--- src/rtl/display_pkg.sv ---
// Shared constants, FSM encoding and the double-dabble adjust step for the
// count display path.
package display_pkg;

  localparam int         BCD_DIGITS  = 4;
  localparam int         MAX_DISPLAY = 9999;
  localparam logic [6:0] SEG_BLANK   = 7'h7F;

  typedef enum logic [1:0] {
    ST_IDLE    = 2'd0,
    ST_CONVERT = 2'd1,
    ST_DONE    = 2'd2
  } state_t;

  // Add 3 to every BCD nibble that is 5 or more, ahead of the left shift.
  function automatic logic [4*BCD_DIGITS-1:0] dabble_adjust(input logic [4*BCD_DIGITS-1:0] acc);
    logic [4*BCD_DIGITS-1:0] r;
    r = acc;
    for (int i = 0; i < BCD_DIGITS; i++) begin
      if (acc[4*i +: 4] >= 4'd5) r[4*i +: 4] = acc[4*i +: 4] + 4'd3;
    end
    return r;
  endfunction

endpackage

--- src/rtl/seg7_decode.sv ---
// BCD digit to active-low seven-segment pattern (bit0 = a .. bit6 = g);
// codes 10-15 light nothing.
module seg7_decode
  import display_pkg::*;
(
  input  logic [3:0] digit,
  output logic [6:0] seg
);

  always_comb begin
    seg = SEG_BLANK;
    case (digit)
      4'd0: seg = 7'b1000000;
      4'd1: seg = 7'b1111001;
      4'd2: seg = 7'b0100100;
      4'd3: seg = 7'b0110000;
      4'd4: seg = 7'b0011001;
      4'd5: seg = 7'b0010010;
      4'd6: seg = 7'b0000010;
      4'd7: seg = 7'b1111000;
      4'd8: seg = 7'b0000000;
      4'd9: seg = 7'b0010000;
      default: seg = SEG_BLANK;
    endcase
  end

endmodule

--- src/rtl/count_display.sv ---
// Binary count to 4-digit BCD via serial double-dabble, plus a multiplexed
// seven-segment scan. Define COUNT_DISPLAY_BLANK_EN to blank leading zeros.
module count_display
  import display_pkg::*;
#(
  parameter int CNT_W       = 14,
  parameter int REFRESH_DIV = 100000
) (
  input  logic             clk,
  input  logic             reset,
  input  logic [CNT_W-1:0] countIn,
  input  logic             countValid,
  output logic             busy,
  output logic [15:0]      bcd,
  output logic             bcdValid,
  output logic [6:0]       seg,
  output logic [3:0]       an,
  output logic             dp
);

  localparam int ITER_W = $clog2(CNT_W + 1);
  localparam int PRE_W  = (REFRESH_DIV > 1) ? $clog2(REFRESH_DIV) : 1;

  state_t            state;
  logic [CNT_W-1:0]  bin_q;
  logic [15:0]       acc_q;
  logic [ITER_W-1:0] iter_q;
  logic [CNT_W-1:0]  sat_in;
  logic [15:0]       adj;
  logic [15:0]       acc_next;
  logic [CNT_W-1:0]  bin_next;

  always_comb begin
    sat_in = countIn;
    if (int'(countIn) > MAX_DISPLAY) sat_in = CNT_W'(MAX_DISPLAY);
  end

  always_comb begin
    adj      = dabble_adjust(acc_q);
    acc_next = {adj[14:0], bin_q[CNT_W-1]};
    bin_next = {bin_q[CNT_W-2:0], 1'b0};
  end

  // Strobes arriving outside IDLE fall through the case and are dropped.
  always_ff @(posedge clk) begin
    if (reset) begin
      state    <= ST_IDLE;
      busy     <= 1'b0;
      bcdValid <= 1'b0;
      bcd      <= '0;
      acc_q    <= '0;
      bin_q    <= '0;
      iter_q   <= '0;
    end else begin
      bcdValid <= 1'b0;
      case (state)
        ST_IDLE: begin
          if (countValid) begin
            bin_q  <= sat_in;
            acc_q  <= '0;
            iter_q <= '0;
            busy   <= 1'b1;
            state  <= ST_CONVERT;
          end
        end
        ST_CONVERT: begin
          acc_q  <= acc_next;
          bin_q  <= bin_next;
          iter_q <= iter_q + 1'b1;
          if (iter_q == ITER_W'(CNT_W - 1)) state <= ST_DONE;
        end
        ST_DONE: begin
          bcd      <= acc_q;
          bcdValid <= 1'b1;
          busy     <= 1'b0;
          state    <= ST_IDLE;
        end
        default: state <= ST_IDLE;
      endcase
    end
  end

  logic [PRE_W-1:0] prescale;
  logic [1:0]       idx;

  always_ff @(posedge clk) begin
    if (reset) begin
      prescale <= '0;
      idx      <= '0;
    end else if (prescale == PRE_W'(REFRESH_DIV - 1)) begin
      prescale <= '0;
      idx      <= idx + 2'd1;
    end else begin
      prescale <= prescale + 1'b1;
    end
  end

  // bcd doubles as the digit register bank: it is written only in DONE.
  logic [3:0] digit;
  logic [3:0] dec_in;

  always_comb begin
    digit = bcd[{idx, 2'b00} +: 4];
    an    = ~(4'b0001 << idx);
`ifdef COUNT_DISPLAY_BLANK_EN
    case (idx)
      2'd1:    dec_in = (bcd[15:4]  == '0) ? 4'hF : digit;
      2'd2:    dec_in = (bcd[15:8]  == '0) ? 4'hF : digit;
      2'd3:    dec_in = (bcd[15:12] == '0) ? 4'hF : digit;
      default: dec_in = digit;
    endcase
`else
    dec_in = digit;
`endif
  end

  seg7_decode u_dec (
    .digit (dec_in),
    .seg   (seg)
  );

  assign dp = 1'b1;

endmodule
--- config.mk ---
export PLATFORM = sky130hd
export DESIGN_NAME = count_display
export DESIGN_NICKNAME = d
export VERILOG_FILES = /design/src/rtl/display_pkg.sv /design/src/rtl/seg7_decode.sv /design/src/rtl/count_display.sv
export SDC_FILE = /design/constraint.sdc
export NUM_CORES = 1
export LEC_CHECK = 0
export ABC_AREA = 0
export BUFFER_PORTS_ARGS = -buffer_cell sky130_fd_sc_hd__buf_2
export CORE_UTILIZATION = 25
export CTS_BUF_LIST = sky130_fd_sc_hd__clkbuf_16
export DETAILED_ROUTE_END_ITERATION = 8
export GPL_ROUTABILITY_DRIVEN = 1
export SYNTH_ARGS = -nofsm -noshare
export SYNTH_HDL_FRONTEND = slang
export SYNTH_SLANG_ARGS = --single-unit
export TNS_END_PERCENT = 20
--- constraint.sdc ---
create_clock -name clk -period 2.41 [get_ports clk]
set_input_delay 0.3615 -clock clk [delete_from_list [all_inputs] [get_ports clk]]
set_output_delay 0.3615 -clock clk [all_outputs]
set_load 0.01 [all_outputs]
## After elaboration in Yosys (flattened, before gate mapping)

Memory sizes are Yosys's and may differ from the RTL's.
Cells that the tools add are included.

| word-level totals | value |
|---|---|
| register bits | 73 |
| memory bits (read-only) | 112 |
| output and inout bits | 30 |
| memories | 1 |

Memory list:

| name | depth | bits a word | read ports | clocked after memory_dff | wr ports | RTL line | source |
|---|---|---|---|---|---|---|---|
| (name not given) | 16 | 7 | 1 | 0 | 0 | seg7_decode.sv:12 | `case (digit)` |

| cells by class | value |
|---|---|
| $add $sub $neg | 7 |
| order comparisons | 5 |
| equality and inequality tests | 6 |
| shifts and indexed selects | 2 |
| muxes and demuxes | 17 |
| bitwise operators | 1 |
| reduce and logical (&&, ||, !) cells | 7 |

Operator list:

| operator | count |
|---|---|
| one-hot mux 16 bit (2 select lines) | 1 |
| two-way mux 14 bit | 2 |
| one-hot mux 14 bit (2 select lines) | 1 |
| adder 17 x 1 -> 17 bit (second input constant) | 1 |
| == test 17 bit (second input constant) | 1 |
| greater-or-equal comparator 4 x 3 -> 1 bit (second input constant) | 4 |
| two-way mux 16 bit | 1 |
| two-way mux 4 bit | 4 |
| variable part select 16 x 5 -> 4 bit | 1 |
| greater-than comparator 14 bit (second input constant) | 1 |
| adder 4 x 2 -> 4 bit (second input constant) | 3 |
| one-hot mux 4 bit (2 select lines) | 1 |
| AND reduction 2 bit | 3 |
| adder 4 x 1 -> 4 bit (second input constant) | 1 |
| == test 4 bit (second input constant) | 1 |
| two-way mux 2 bit | 2 |
| inequality test 2 bit (second input constant) | 2 |
| inverter 4 bit | 1 |
| one-hot mux 2 bit (2 select lines) | 1 |
| nonzero test 2 bit | 2 |
| left shift 1 x 2 -> 4 bit (first input constant) | 1 |
| adder 3 x 2 -> 3 bit (second input constant) | 1 |
| two-way mux 3 bit | 1 |
| adder 2 x 1 -> 2 bit (second input constant) | 1 |
| other kinds (6) | 7 |

## Logic depth before layout (Yosys ltp)

Gate-level depths: netlist of run 1.

| depth | value |
|---|---|
| depth after elaboration | 4 |
| mapped depth | 8 |
| depth with buffers taken out | 7 |

## Hierarchy

Synthesis of run 1 repeated with hierarchy kept, for this count alone.

| second synthesis, totals | value |
|---|---|
| cells, all modules | 394 |
| area, all modules | 3490.8 µm² |

Modules (own cells, without submodules):

| module | instances | cells an instance | area an instance (µm²) |
|---|---|---|---|
| count_display | 1 | 363 | 3290.7 |
| seg7_decode | 1 | 31 | 200.2 |

## Worst setup path before layout of run 1

OpenSTA, ideal clock, no wires.

| timing path | value |
|---|---|
| path kind | register to output |
| start | register idx[0] |
| end | output port seg[3] |
| arrival time | 1.729 ns |
| data required time | 2.049 ns |
| slack | 0.320 ns |
| cell stages (with the launch flop) | 6 |
| cells stage by stage | dfxtp_1 > buf_4 > mux4_2 > inv_1 > ha_1 > a22oi_1 |

| on the way | value |
|---|---|
| longest elaborated chain between the ends | 2 |

Ends and longest elaborated chain:

| element | RTL line | source |
|---|---|---|
| start: declaration | count_display.sv:84 | `logic [1:0] idx;` |
| start signal: assignment | count_display.sv:92 | `idx <= idx + 2'd1;` |
| variable part select 16 x 5 -> 4 bit | count_display.sv:103 | `digit = bcd[{idx, 2'b00} +: 4];` |
| memory read (16 x 7 bit) | - |  |
| end: declaration | count_display.sv:16 | `output logic [6:0] seg,` |

Every way passes these cells.

## Final worst setup path of run 1

| timing path | value |
|---|---|
| start | register idx[0] |
| end | output port seg[2] |

The elaborated chain is that of the path after synthesis.

==> results_dict.tcl, run 1 <==
set metrics [dict create \
    status "completed" \
    ys.flop_type "dfxtp_1" \
    cts_tree "done" \
    grt_first_pass_wirelength_mm 13.7 \
    die_w_um 120 \
    grt_max_degree 34 \
    gp_congestion 0.811 \
    drv_cap 0 \
    cts_made_buffers 9 \
    power_density_nw_per_um2 662 \
    ys_seq_area_share_pct 42.1 \
    setup_ws_ps 56.9 \
    max_stage_delay_ps 550 \
    htree_levels 3 \
    hp-class "input port to register" \
    clock_path_buffers 2 \
    holdWs_ps 305 \
    period_minus_slack_ps 2350 \
    finalNetCount 492 \
    synthesis.instances 412 \
    start_util_pct 25.9 \
    ys_ff_latch 73 \
    vias_per_cell 4.70 \
    synth_edf_count 0 \
    required_ps 2050 \
    fin_crit_sh_pct 97.6 \
    layout-drive-gt1-share_pct 19.3 \
    worst_pin_slew_ps 717 \
    yosys.area.top_type "dfxtp_1" \
    cts-root-buf "clkbuf_16" \
    die_height_um 120 \
    fin_skew_ps 5.54 \
    syn_avg_cell_area_sq_um 8.43 \
    max_freq_ghz 0.425 \
    ios 47 \
    dr.pass1.iters 4 \
    place_area_sq_um 3840 \
    fp-row-count 42 \
    dpl.hpwl_mm 5.74 \
    crit_fanout 6 \
    postLayoutCellArea_sq_um 4240 \
    cts.sinks 73 \
    core_area_sq_um 13400 \
    overflow 0 \
    hold_violations 0 \
    p_leak_uw 0.00167 \
    slowest_stage "mux4_2" \
    ir_drop_mv 0.341 \
    grt_pass1_vias 2837 \
    diodes 0 \
    die-area_sq_um 14400 \
    syn_nets 449 \
    crit_chain "mux4_2 > buf_6 > ha_1 > a21oi_2 > a31oi_1 > buf_2" \
    routedWlPerCell_um 12.8 \
    final_antenna_net_count 0 \
    wl_mm 8.14 \
    synth.top_cell.area_share_pct 42.1 \
    yosysMostFrequentCell "dfxtp_1" \
    drt_iter0_drc 155 \
    synth_commonest_cells "dfxtp_1, nor2_1, nand2_1" \
    syn-cell-area_sq_um 3470 \
    relSlewSlack_pct 52.2 \
    num_vias 2991 \
    grt_use_total_pct 11.9 \
    fin_tns_setup_ps 0 \
    grt_antenna_before_repair 0 \
    worst-setup-path-type "register to output pin" \
    hold_buffers 0 \
    area_growth_pct 22.0 \
    synthArstFlopShare_pct 0 \
    clk_latency_ps 330 \
    regArea_sq_um 1470 \
    multiInputGateArea_sq_um 1850 \
    nFillCells 1388 \
    arrival_ps 1990 \
    clk_pin_slew_worst_paths_ps 60 \
    dp_slack_ps 113 \
    synth_cell_types 45 \
    yosysWarnings 0 \
    rsz0062_at_grt "yes" \
    drc 0 \
    reg2reg_depth 6 \
    setup_viol 0 \
    reg2reg_slack_ps 530 \
    port_buffers 45 \
    critPathLaunchType "register" \
    slew_violations 0 \
    cp-end-kind "output pin" \
    synthTopCellsByArea "dfxtp_1, ha_1, nor2_1" \
    min_path_cells 3 \
]
## state kept, by name, summed over array words and instances (netlist names)
| name | count |
|---|---|
| bin_q | 14 |
| busy | 1 |
| bcdValid | 1 |
| iter_q | 4 |
| idx | 2 |
| bcd | 16 |
| acc_q | 16 |
| state | 2 |
| prescale | 17 |
## metal layers
metal | track usage [%] | share of wire [%]
met1 | 14.7 | 47
met3 | 3.56 | 4.9
met5 | 0 | 0
met2 | 19.9 | 48
met4 | 3.75 | 0.95
## logic make-up after synthesis
group	after synthesis	share of synthesized area, %
and+or+nand+nor	163	21.6
AOI/OAI and AO/OA	80	14.0
DFF	73	42.1
buffers and inverters	43	5.51
xor gates and xnor gates	23	5.80
adders and majority gates	20	7.20
muxes	9	3.71
other	1	0.108
## cell usage in the layout (no fill, tap or decap), types with 3 or more instances in the layout
| cell type | n |
|---|---|
| inv_1 | 18 |
| nand2b_1 | 7 |
| nand4_1 | 5 |
| mux4_2 | 3 |
| mux2i_1 | 5 |
| o22ai_1 | 6 |
| nor3_1 | 17 |
| nor4_1 | 3 |
| xnor2_1 | 9 |
| buf_4 | 10 |
| dfxtp_1 | 71 |
| nand2_1 | 49 |
| a21oi_1 | 33 |
| clkbuf_16 | 9 |
| nor2_1 | 53 |
| ha_1 | 20 |
| a22oi_1 | 8 |
| o21ai_0 | 12 |
| and4_1 | 3 |
| nand3_1 | 12 |
| clkinv_4 | 3 |
| a222oi_1 | 6 |
| buf_2 | 45 |
| xor2_1 | 14 |
## report_power, final
| group | total, uW | switching, uW | leakage (uW) | internal, uW |
|---|---|---|---|---|
| sequential | 1250 | 20.2 | 0.000593 | 1230 |
| clock | 1410 | 505 | 0.000157 | 905 |
| combinational | 142 | 91.7 | 0.000922 | 50.7 |
## critical path, delay by kind of cell (launching register included)
family                     cells  cell delay (ps)
DFF                            1              390
adders and majority gates      1              230
AOI/OAI and AO/OA              2              190
muxes                          1              550
buffers and inverters          2              290
## repair_timing
action                     4_1_cts  5_1_grt
gates cloned                     0        0
setup endpoints to repair        7        6
pin swaps                        0        1
gates resized for setup          3       10
buffers inserted                 4        2
## final timing paths
kind,from,to
setup / recovery,idx[0]$_SDFFE_PP0N_,seg[2]
hold / removal,countIn[6],bin_q[6]$_SDFFE_PP0P_
setup reg to reg,prescale[0]$_SDFF_PP0_,prescale[2]$_SDFF_PP0_
hold reg to reg,bin_q[0]$_SDFFE_PP0P_,bin_q[0]$_SDFFE_PP0P_
## through the flow
step	utilization (%)	instances	power (uW)
4_1_cts	31.3	634	2840
5_1_grt	31.6	636	2920
3_3_place_gp	28.6	614	1420
3_5_place_dp	28.6	614	1430
2_1_floorplan	-	412	1380
6_report	31.6	636	2810
## area by class of cell
class	instances	area share, %
clock buffers	9	5.31
clock inverters	7	2.24
inverters	19	1.68
multi-input cells	296	43.6
flip-flops and latches	73	34.6
well taps	176	5.19
repair buffers	56	7.35
(Power assumes the default switching activity.)
==> inputs of run 2 (changes only) <==
--- a/config.mk
+++ b/config.mk
@@ -6,11 +6,11 @@
 export NUM_CORES = 1
 export LEC_CHECK = 0
 export ABC_AREA = 0
-export BUFFER_PORTS_ARGS = -buffer_cell sky130_fd_sc_hd__buf_2
-export CORE_UTILIZATION = 25
-export CTS_BUF_LIST = sky130_fd_sc_hd__clkbuf_16
+export CORE_UTILIZATION = 55
 export DETAILED_ROUTE_END_ITERATION = 8
+export DONT_BUFFER_PORTS = 1
 export GPL_ROUTABILITY_DRIVEN = 1
+export PLACE_DENSITY = 0.7
 export SYNTH_ARGS = -nofsm -noshare
 export SYNTH_HDL_FRONTEND = slang
 export SYNTH_SLANG_ARGS = --single-unit
==> run 2 against run 1 <==
  * Clock skew about the same
  * Maximum frequency is 2.3% higher
  * Worst setup slack improved by 53 ps
  * Power decreased by 22%
  * Die area is 54% lower
  * Via count decreased by 8.0%
==> results_dict.tcl, run 2 (synthesis results as in run 1) <==
set metrics [dict create \
    fin_skew_ps 5.99 \
    grt_antenna_before_repair 0 \
    place_area_sq_um 3480 \
    drc 0 \
    dpl.hpwl_mm 4.80 \
    cts.sinks 73 \
    clkPwrFrac_pct 38.1 \
    die-area_sq_um 6640 \
    combPwrFrac_pct 4.9 \
    postLayoutCellArea_sq_um 3670 \
    clock_path_buffers 2 \
    worst-setup-path-type "register to output pin" \
    wl_mm 7.00 \
    grt_first_pass_wirelength_mm 11.6 \
    ios 47 \
    p_int_uw 1720 \
    drt_iter0_drc 125 \
    largest-register "prescale" \
    largestRegisters "prescale x17, acc_q x16, bcd x16" \
    cts-root-buf "clkbuf_8" \
    area_growth_pct 5.73 \
    fp-row-count 28 \
    slew_violations 0 \
    dr.pass1.iters 4 \
    cts_made_buffers 9 \
    p_leak_uw 0.00135 \
    core_area_sq_um 5990 \
    max_freq_ghz 0.435 \
    period_minus_slack_ps 2300 \
    final_antenna_net_count 0 \
    cts_tree "done" \
    final_cell_mix "dfxtp_1, nor2_1, nand2_1, a21oi_1, ha_1" \
    drv_cap 0 \
    start_util_pct 58.0 \
    layout-drive-gt1-share_pct 8.13 \
    ir_drop_mv 0.493 \
    rsz0062_at_grt "no" \
    finalNetCount 441 \
    clk_latency_ps 340 \
    relSlewSlack_pct 50.0 \
    reg2reg_slack_ps 540 \
    dp_cells 467 \
    p_switching_uw 486 \
    hold_violations 0 \
    power_density_nw_per_um2 599 \
    diodes 0 \
    num_vias 2753 \
    grt_use_total_pct 22.8 \
    vias_per_cell 5.72 \
    die_height_um 81.5 \
    largest_reg_flops 17 \
    arrival_ps 1940 \
    worst_pin_slew_ps 750 \
    routedWlPerCell_um 14.6 \
    port_buffers 0 \
    fin_cells 481 \
    htree_levels 3 \
    hp-class "input port to register" \
    fin_crit_sh_pct 95.5 \
    overflow 0 \
    die_w_um 81.5 \
    grtUsageMet3_pct 6.67 \
    fin_tns_setup_ps 0 \
    use_met2_pct 38.1 \
    cp-end-kind "output pin" \
    use_met1_pct 27.7 \
    crit_fanout 6 \
    critPathLaunchType "register" \
    grt_pass1_vias 2604 \
    status "completed" \
    switching_share_pct 22.1 \
    grt_max_degree 58 \
    seqPwrFrac_pct 57.0 \
    required_ps 2050 \
    busiest_layer "met2" \
    gp_congestion 0.756 \
    clk_pin_slew_worst_paths_ps 70 \
    setup_viol 0 \
    layout_commonest_cell "dfxtp_1" \
]
run 2: metrics by stage:
stage | power, uW | hold slack, ps | worst slack [ps] | utilization, %
global route | 2280 | 79.7 | 22.9 | 61.3
detailed placement | 1390 | 442 | 204 | 58.1
global placement | 1390 | 437 | 249 | 58.1
finish | 2200 | 85.1 | 110 | 61.3
floorplan | 1380 | 426 | 320 | -
CTS | 2220 | 73.0 | 27.7 | 61.0
run 2: worst paths after layout:
path	startpoint	cells past startpoint	endpoint
max	idx[0]$_SDFFE_PP0N_	6	seg[5]
min	reset	1	idx[0]$_SDFFE_PP0N_
max reg2reg	prescale[0]$_SDFF_PP0_	6	prescale[13]$_SDFF_PP0_
min reg2reg	bin_q[0]$_SDFFE_PP0P_	2	bin_q[0]$_SDFFE_PP0P_
run 2: power groups by stage:
stage | registers (uW) | logic, uW | clock network (uW)
floorplan | 1280 | 105 | 0
global placement | 1280 | 105 | 0
detailed placement | 1280 | 108 | 0
CTS | 1260 | 108 | 861
global route | 1260 | 124 | 904
finish | 1250 | 107 | 839
run 2: cell type report:
class | count | area, sq um
clock buffer | 13 | 169
fill | 543 | 2320
inverter | 19 | 71.3
multi-input combinational | 296 | 1840
sequential | 73 | 1470
tap | 75 | 93.8
timing repair buffer | 5 | 37.5
run 2: worst max-delay path, stage by stage (launching register included):
cell     delay, ps
dfxtp_4        400
mux4_2         580
inv_2          130
ha_1           180
inv_1           40
o21ai_1        170
a21oi_2        100
run 2: layer usage:
layer  vias up  wire length (um)
li1       1392                 -
met3        10               435
met5         -                 0
met2        74              3200
met1      1277              3280
met4         0                92
run 2: what timing repair did:
action | CTS | global route
endpoints found under the hold margin | 0 | 0
setup endpoints to repair | 7 | 7
hold buffers | 0 | 0
setup buffers | 0 | 1
gates resized for setup | 5 | 5
==> inputs of run 3 (changes only) <==
--- a/config.mk
+++ b/config.mk
@@ -5,7 +5,7 @@
 export SDC_FILE = /design/constraint.sdc
 export NUM_CORES = 1
 export LEC_CHECK = 0
-export ABC_AREA = 0
+export ABC_AREA = 1
 export CORE_UTILIZATION = 55
 export DETAILED_ROUTE_END_ITERATION = 8
 export DONT_BUFFER_PORTS = 1
==> run 3 against run 2 <==
  * The flow now finishes with violations (DRC)
  * Sequential power about the same
  * Sequential share of layout area down 3.5 points
  * Utilization is 0.65 points higher
  * Critical endpoint is now seg[6]
==> results_dict.tcl, run 3 <==
set metrics [dict create \
    syn_nets 565 \
    violations "DRC" \
    core_area_sq_um 6490 \
    grt_max_degree 34 \
    max_stage_delay_ps 420 \
    synthesis.instances 528 \
    crit_chain "inv_4 > nand2_1 > nand3_1 > nand2_1 > inv_1 > ha_1 > or2_2 > nand3_1 > nand2_1" \
    cts-root-buf "clkbuf_8" \
    layout_commonest_cell "nand2_1" \
    synth.top_cell.area_share_pct 38.8 \
    syn_avg_cell_area_sq_um 7.13 \
    rsz0062_at_grt "no" \
    finalNetCount 561 \
    synth_top_family_by_area "simple AND/OR/NAND/NOR gates" \
    clk_latency_ps 340 \
    yosys.area.top_type "dfxtp_1" \
    cp_top_family "simple AND/OR/NAND/NOR gates" \
    grt_antenna_before_repair 0 \
    arrival_ps 1880 \
    reg2reg_depth 6 \
    yosysWarnings 0 \
    routedWlPerCell_um 13.0 \
    power_density_nw_per_um2 637 \
    ys_ff_latch 73 \
    max_freq_ghz 0.445 \
    synth.area.mux_share_pct 0 \
    area_growth_pct 6.95 \
    num_vias 3255 \
    path_buf_inv 2 \
    min_path_cells 1 \
    largestRegisters "prescale x17, acc_q x16, bcd x16" \
    p_leak_uw 0.00169 \
    synthArstFlopShare_pct 0 \
    place_area_sq_um 3780 \
    syn-cell-area_sq_um 3760 \
    die-area_sq_um 7180 \
    drt_iter0_drc 103 \
    htree_levels 3 \
    whs_endpoint "busy$_SDFFE_PP0P_" \
    fin_crit_sh_pct 93.2 \
    fp-row-count 29 \
    cts_tree "done" \
    crit_fanout 13 \
    cts_setup_buffers 0 \
    postLayoutCellArea_sq_um 4030 \
    fin_tns_setup_ps 0 \
    final_antenna_net_count 0 \
    slew_violations 0 \
    relSlewSlack_pct 66.7 \
    die_w_um 84.7 \
    power_uw 2560 \
    overflow 0 \
    die_height_um 84.7 \
    largest-register "prescale" \
    synthXorXnorAreaFrac_pct 2.09 \
    period_minus_slack_ps 2250 \
    hp-class "input port to register" \
    synth_cell_types 37 \
    status "finished with violations" \
    reg2reg_from "state[0]$_SDFFE_PP0P_" \
    synth_compound_area_share_pct 16.2 \
    diodes 0 \
    largest_reg_flops 17 \
    gp_congestion 0.860 \
    dpl.hpwl_mm 5.53 \
    ios 47 \
    nFillCells 615 \
    hold_start "reset" \
    clock_path_buffers 2 \
    required_ps 2050 \
    synthTopCellsByArea "dfxtp_1, nand2_1, a21oi_1" \
    worst-setup-path-type "register to output pin" \
    drv_cap 0 \
    synth_fa_ha_area_share_pct 6.65 \
    holdWs_ps 78.2 \
    worst_pin_slew_ps 499 \
    grt_first_pass_wirelength_mm 13.8 \
    path_common_cell "nand2_1" \
    drc 3 \
    hold_violations 0 \
    ir_drop_mv 0.440 \
    critPathLaunchType "register" \
    grt_pass1_vias 3015 \
    reg2reg_to "iter_q[3]$_SDFFE_PP0P_" \
    reg2reg_slack_ps 760 \
    cts.sinks 73 \
    dr.pass1.iters 7 \
    slowest_stage "dfxtp_4" \
    setup_viol 0 \
    vias_per_cell 5.37 \
    yosysMostFrequentCell "nand2_1" \
    start_util_pct 57.9 \
    wl_mm 7.91 \
    hold_buffers 0 \
    yosys.area_share.simple_pct 26.8 \
    layout-drive-gt1-share_pct 9.45 \
    synth_edf_count 0 \
    final_core_util_pct 62.0 \
    cts_made_buffers 9 \
    cp-end-kind "output pin" \
    grt_use_total_pct 24.1 \
    fin_skew_ps 7.56 \
    ys.flop_type "dfxtp_1" \
    final_cell_mix "nand2_1, dfxtp_1, inv_1, a21oi_1, nor2_1" \
    synth_commonest_cells "nand2_1, dfxtp_1, a21oi_1, inv_1, nor2_1" \
    port_buffers 0 \
    clk_pin_slew_worst_paths_ps 80 \
    ys_seq_area_share_pct 38.8 \
]
==> run 3: cell types whose count changed after synthesis, sizes merged, moves of 10 or more <==
cell    delta
nand2     +71
inv       +45
nand3     +27
o21ai     +27
a21oi     +21
nor3      -12
clkbuf    -10
==> run 3: power by group <==
| group | total, uW | switching [uW] | internal (uW) |
|---|---|---|---|
| sequential | 1260 | 19.7 | 1240 |
| clock | 1160 | 448 | 711 |
| combinational | 148 | 103 | 45.0 |
| total | 2560 | 571 | 1990 |
==> run 3: cell families after synthesis <==
kind of cell | after synthesis
AO/OA/AOI/OAI | 109
XOR/XNOR | 9
adder cells (fa/ha/maj) | 20
buffers and inverters | 83
flip-flops | 73
other | 1
AND/OR/NAND/NOR | 233
==> run 3: metal layers <==
metal	global-route usage, %	vias to the layer above	wire, um
met5	0	-	0
met4	9.24	0	125
li1	-	1709	-
met1	29.7	1474	3710
met2	41.5	62	3710
met3	5.01	10	352
==> run 3: layout make-up <==
cell class / instances / area (sq um) / area share (%)
clock buffer: 10 / 138 / 3.42
timing repair buffer: 3 / 22.5 / 0.560
tap: 77 / 96.3 / 2.39
clock inverter: 6 / 105 / 2.61
multi-input combinational: 372 / 1950 / 48.5
inverter: 65 / 246 / 6.12
sequential: 73 / 1470 / 36.4
==> run 3: worst reg2reg max path, cell delays in order (launching register included) <==
cell and delay, ps:
dfxtp_1 360, nand2_1 210, buf_4 230, inv_2 330
nand4_1 190, o21ai_1 160, a21oi_1 50
==> run 3: timing repair <==
item	CTS	global route
cloned	0	0
endpoints found under the hold margin	0	0
resized for setup	1	2
setup endpoints to repair	3	3
==> run 3: how the worst max path moves through the flow <==
stage | slack (ps) | cells after the start | endpoint | from
final | 160 | 9 | seg[6] | idx[0]$_SDFFE_PP0N_
after global routing | 10 | 9 | seg[6] | idx[0]$_SDFFE_PP0N_
after CTS | 70 | 9 | seg[6] | idx[0]$_SDFFE_PP0N_
after detailed placement | 290 | 9 | seg[6] | idx[0]$_SDFFE_PP0N_
after global placement | 370 | 9 | seg[6] | idx[0]$_SDFFE_PP0N_
after floorplan | 480 | 11 | seg[6] | idx[0]$_SDFFE_PP0N_
==> run 3: through the flow <==
stage,std cells,setup slack (ps)
after floorplan,528,478
after global placement,590,370
final,606,164
after detailed placement,590,291
after global routing,606,11.0
after CTS,606,72.9
